[config.mk]
export PLATFORM = sky130hd
export DESIGN_NAME = tick_divider_multi
export DESIGN_NICKNAME = d
export VERILOG_FILES = /design/src/rtl/tick_divider_multi.sv
export SDC_FILE = /design/constraint.sdc
export NUM_CORES = 1
export LEC_CHECK = 0
export CAP_MARGIN = 0
export CORE_MARGIN = 10
export CORE_UTILIZATION = 45
export DETAILED_ROUTE_END_ITERATION = 10
export PLACE_DENSITY_LB_ADDON = 0.25
export SLEW_MARGIN = 10
export SYNTH_ARGS = -nofsm -noshare
export SYNTH_HDL_FRONTEND = slang
export SYNTH_SLANG_ARGS = --single-unit
export TNS_END_PERCENT = 20
[constraint.sdc]
create_clock -name clk -period 7.6 [get_ports clk]
set_clock_uncertainty 0.2 [all_clocks]
set_input_delay 0.76 -clock clk [delete_from_list [all_inputs] [get_ports clk]]
set_output_delay 0.76 -clock clk [all_outputs]
set_load 0.005 [all_outputs]
[src/rtl/tick_divider_multi.sv]
`default_nettype none
// ============================================================================
// Module   : tick_divider_multi
// Purpose  : Multi-channel programmable tick / clock-enable generator.
//            Each channel counts clk cycles up to its own divisor. It emits a
//            one-cycle tick every div+1 cycles and a wave output, which is a
//            square wave (toggle mode) or a copy of the tick (pulse mode).
//            Divisor and mode are written through a valid/ready port into a
//            per-channel shadow register. The shadow is moved to the active
//            copy only at a period boundary, or while the channel is idle
//            (sync / en low), so the outputs never glitch.
// Ports    : clk        - clock
//            rst        - synchronous reset, active low
//            en[N]      - per-channel run enable
//            sync       - restart every channel in phase
//            cfg_valid  - configuration request
//            cfg_ready  - high when cfg_ch can take a write (no update pending)
//            cfg_ch     - target channel (writes to cfg_ch >= N_CH are dropped)
//            cfg_div    - new divisor (period = cfg_div + 1 cycles)
//            cfg_mode   - 0 = toggle (square wave), 1 = pulse
//            tick[N]    - one-cycle pulse per period (registered)
//            wave[N]    - square wave or pulse (registered)
// Revision : 1.0 - initial release
// ============================================================================
module tick_divider_multi #(
    parameter int N_CH      = 4,
    parameter int CNT_W     = 18,
    parameter int DIV_RESET = 200000,
    localparam int CH_W     = (N_CH > 1) ? $clog2(N_CH) : 1
) (
    input  logic             clk,
    input  logic             rst,
    input  logic [N_CH-1:0]  en,
    input  logic             sync,
    input  logic             cfg_valid,
    output logic             cfg_ready,
    input  logic [CH_W-1:0]  cfg_ch,
    input  logic [CNT_W-1:0] cfg_div,
    input  logic             cfg_mode,
    output logic [N_CH-1:0]  tick,
    output logic [N_CH-1:0]  wave
);

    localparam logic [CNT_W-1:0] c_div_rst = CNT_W'(DIV_RESET);
    localparam logic [CNT_W-1:0] c_one     = CNT_W'(1);

    // One-hot decode of the config target. An out-of-range channel selects
    // nothing, so it reads as ready and the write falls on the floor.
    logic [N_CH-1:0] w_sel;
    logic [N_CH-1:0] w_pending;

    assign cfg_ready = ~|(w_sel & w_pending);

    generate
        for (genvar gi = 0; gi < N_CH; gi++) begin : g_ch
            logic [CNT_W-1:0] r_cnt;
            logic [CNT_W-1:0] r_div;
            logic [CNT_W-1:0] r_div_sh;
            logic             r_mode;
            logic             r_mode_sh;
            logic             r_pend;
            logic             r_tick;
            logic             r_wave;

            logic             w_term;
            logic             w_apply;
            logic             w_accept;

            assign w_sel[gi]     = (cfg_ch == CH_W'(gi));
            assign w_pending[gi] = r_pend;
            assign tick[gi]      = r_tick;
            assign wave[gi]      = r_wave;

            // >= rather than == lets a divisor shrunk while the channel was
            // idle end the current period at once instead of wrapping.
            assign w_term   = (r_cnt >= r_div);

            // An accept only happens while nothing is pending, so an update
            // accepted on a terminal cycle waits for the next boundary.
            assign w_accept = cfg_valid & w_sel[gi] & ~r_pend;
            assign w_apply  = r_pend & (sync | ~en[gi] | w_term);

            always_ff @(posedge clk) begin
                if (!rst) begin
                    r_cnt     <= '0;
                    r_div     <= c_div_rst;
                    r_div_sh  <= c_div_rst;
                    r_mode    <= 1'b0;
                    r_mode_sh <= 1'b0;
                    r_pend    <= 1'b0;
                    r_tick    <= 1'b0;
                    r_wave    <= 1'b0;
                end else begin
                    r_tick <= 1'b0;

                    if (sync) begin
                        r_cnt  <= '0;
                        r_wave <= 1'b0;
                    end else if (!en[gi]) begin
                        r_cnt  <= r_cnt;
                    end else if (w_term) begin
                        r_cnt  <= '0;
                        r_tick <= 1'b1;
                        r_wave <= r_mode ? 1'b1 : ~r_wave;
                    end else begin
                        r_cnt  <= r_cnt + c_one;
                        if (r_mode) begin
                            r_wave <= 1'b0;
                        end
                    end

                    // Placed after the counter update so a mode change wins
                    // over the terminal wave action; tick is left alone.
                    if (w_apply) begin
                        r_div  <= r_div_sh;
                        r_mode <= r_mode_sh;
                        r_pend <= 1'b0;
                        if (r_mode_sh != r_mode) begin
                            r_wave <= 1'b0;
                        end
                    end

                    if (w_accept) begin
                        r_div_sh  <= cfg_div;
                        r_mode_sh <= cfg_mode;
                        r_pend    <= 1'b1;
                    end
                end
            end
        end
    endgenerate

endmodule
`default_nettype wire

==> metrics.txt <==
Std-Cell Rows=57; Pwr Density=225 nW/µm²; hold slack=0.247 ns; H-Tree Depth=1; first drt pass iteration count=5; Distinct cells, synth=58; Arrival @ worst endpoint=around 2.3 ns; top_reg_cell synth=dfxtp_1; Detail Placement HPWL=17100 µm; endpoints failing hold=0; Design Area, Final=12500 µm²; initial antenna violation count=0; Synth Net Count=1430; final worst-path cycle share=42.7%; largest net degree at the start of global routing=roughly 120; share of cells above drive strength 1=under 10%; Storage cell area=~4700 µm²; vias per cell=5.06; sequential area share after synthesis=42.8%; crit path launch type=input port; P_leak=4.88 nW; Final Non-Filler Cells=1668; Inst Count DP=1621; # DRC=0; Ys Warns=0; IO Port Bufs=37; commonest non-fill, non-tap cell in the layout=nand2_1; CTS Root Cell=clkbuf_16; unrepaired setup endpoints after global routing=no; die height=between 150 and 200 µm; Ports=38; Avg Inst Size Synth=8.33 µm²; result of the run=finished, final reports clean; Worst-Margin Slew=1.03 ns; WP data required=6.64 ns; Final setup viols=0; post-route ant nets=0; critical path endpoint category=output pin; dpl cell area=between 10000 and 15000 µm²; HP Class=reg2reg; total gr overflow=0; Core Region=24200 µm²; clock tree buffer depth=3; Setup CP Type=in2out; Slew Viols, Final=0; global-route wire length before repair=41100 µm; Vias=approximately 8400; minimum clock period=roughly 3.2 ns; total track usage=15.9%; Area growth syn-to-layout=13.3%; FF+latch count, synth=236; Avg WL per Cell=between 10 and 15 µm; clock transition at the registers of the reported paths=0.06 ns; vias in the first global route=7947; gp weighted congestion=0.779; # hold bufs at CTS=0; TNS Setup=0 ns; crit path max fanout=6; # nets final=1430; most frequent cells in the layout=289 x nand2_1, 236 x dfxtp_1, 109 x nand3_1; Routed WL=24900 µm; effective utilization at floorplan=45.5%; maximum VDD drop=0.000188 V; Ant. Diodes=0; max_cap viols=0; Post-synth EDFFs=0; Initial DRC Count=620; Slew headroom=between 30 and 40%; multi-input logic area=between 5000 and 6000 µm²; cts bufs inserted=26; fmax=308 MHz; ys async rst share=0%; cts repair resizes=0; postcts setup bufs=0; CTS tree=built; Die Wd=177 µm; TritonCTS Sinks=236; Mapped Cells=roughly 1300; Layout fillers=2299; clk_lat worst skew=0.54 ns; Mapped Area=11000 µm²; die area=31200 µm²
==> per-layer routing <==
layer | wire length, µm | GRT usage (%) | vias up
met1 | 12500 | 22.7 | 3831
met3 | 1120 | 2.60 | 41
met2 | 10600 | 24.1 | 144
met5 | 0 | 0 | -
li1 | - | - | 4426
met4 | 683 | 4.73 | 0
==> worst paths after layout <==
kind,startpoint,endpoint,slack [ns],cells past startpoint
worst min register to register,g_ch[0].r_div[4],g_ch[0].r_div[4],0.25,2
worst max register to register,g_ch[1].r_cnt[3],g_ch[1].r_div[16],4.65,8
worst max-delay path,cfg_ch[0],cfg_ready,4.36,5
worst min-delay path,g_ch[0].r_div[4],g_ch[0].r_div[4],0.25,2
==> per-stage QoR <==
stage	utilization, %	power [mW]	setup slack (ns)
after CTS	51.5	2.85	4.35
after floorplan	-	1.38	5.18
final	51.6	2.82	4.36
after global placement	47.5	1.42	4.19
after global routing	51.6	2.91	4.29
after detailed placement	47.5	1.42	4.10
==> critical path: stages <==
cell and delay (ns):
clkdlybuf4s50_1 0.54, nor2b_1 0.22, o21ai_0 0.11, o21ai_0 0.09
clkdlybuf4s50_1 0.55
==> cells by family (layout without fill, tap and decap cells) <==
logic type / after synthesis / in the layout / share of synthesized area [%]
simple gates: 578 / 578 / 23.5
flops: 236 / 236 / 42.8
fa+ha+maj: 76 / 76 / 8.61
compound gates: 202 / 202 / 12.5
buf+inv: 152 / 171 / 6.00
xor+xnor: 68 / 68 / 5.39
mux: 13 / 13 / 1.18
==> cells in the mapped netlist, types with 3 or more instances <==
library cell / n / area [µm²]
and3_1: 13 / 81.3
nand2b_1: 8 / 50.1
nor3_1: 8 / 40.0
inv_1: 82 / 308
o21a_1: 4 / 30.0
nor2b_1: 4 / 25.0
xor2_1: 44 / 385
buf_4: 13 / 97.6
a211oi_1: 8 / 60.1
nand3_1: 109 / 546
a21o_1: 7 / 52.6
nand2_1: 289 / 1080
o211ai_2: 7 / 87.6
nand4b_1: 3 / 26.3
a21boi_0: 48 / 360
or3_1: 4 / 25.0
ha_1: 76 / 951
nand4_1: 22 / 138
a21oi_1: 30 / 150
o21ai_0: 23 / 115
o211ai_1: 9 / 67.6
and2_1: 5 / 31.3
nor2_4: 9 / 101
and4_1: 5 / 43.8
o21ai_1: 42 / 210
clkbuf_1: 43 / 161
xnor2_1: 24 / 210
a21boi_1: 4 / 30.0
buf_2: 8 / 40.0
dfxtp_1: 236 / 4720
mux2i_1: 13 / 130
o21ai_2: 3 / 26.3
nor2_1: 90 / 338
==> flip-flops by register name (all words and copies together) (netlist names) <==
signal / flops
g_ch.r_mode_sh: 4
g_ch.r_div: 72
g_ch.r_tick: 4
g_ch.r_div_sh: 72
g_ch.r_pend: 4
g_ch.r_wave: 4
g_ch.r_cnt: 72
g_ch.r_mode: 4
==> area by class of cell <==
cell class	count	share of cell area, %
Inverter	82	2.46
Tap cell	324	3.24
Clock inverter	12	1.84
Multi-Input combinational cell	937	45.4
Clock buffer	35	6.03
Sequential cell	236	37.8
Timing Repair Buffer	42	3.27
==> where the power goes <==
part / internal (mW) / switching (mW)
clock network: 0.900 / 0.519
registers: 1.26 / 0.0125
logic: 0.0423 / 0.0847
total: 2.20 / 0.617
No activity file was read; power rests on OpenSTA's default activity.
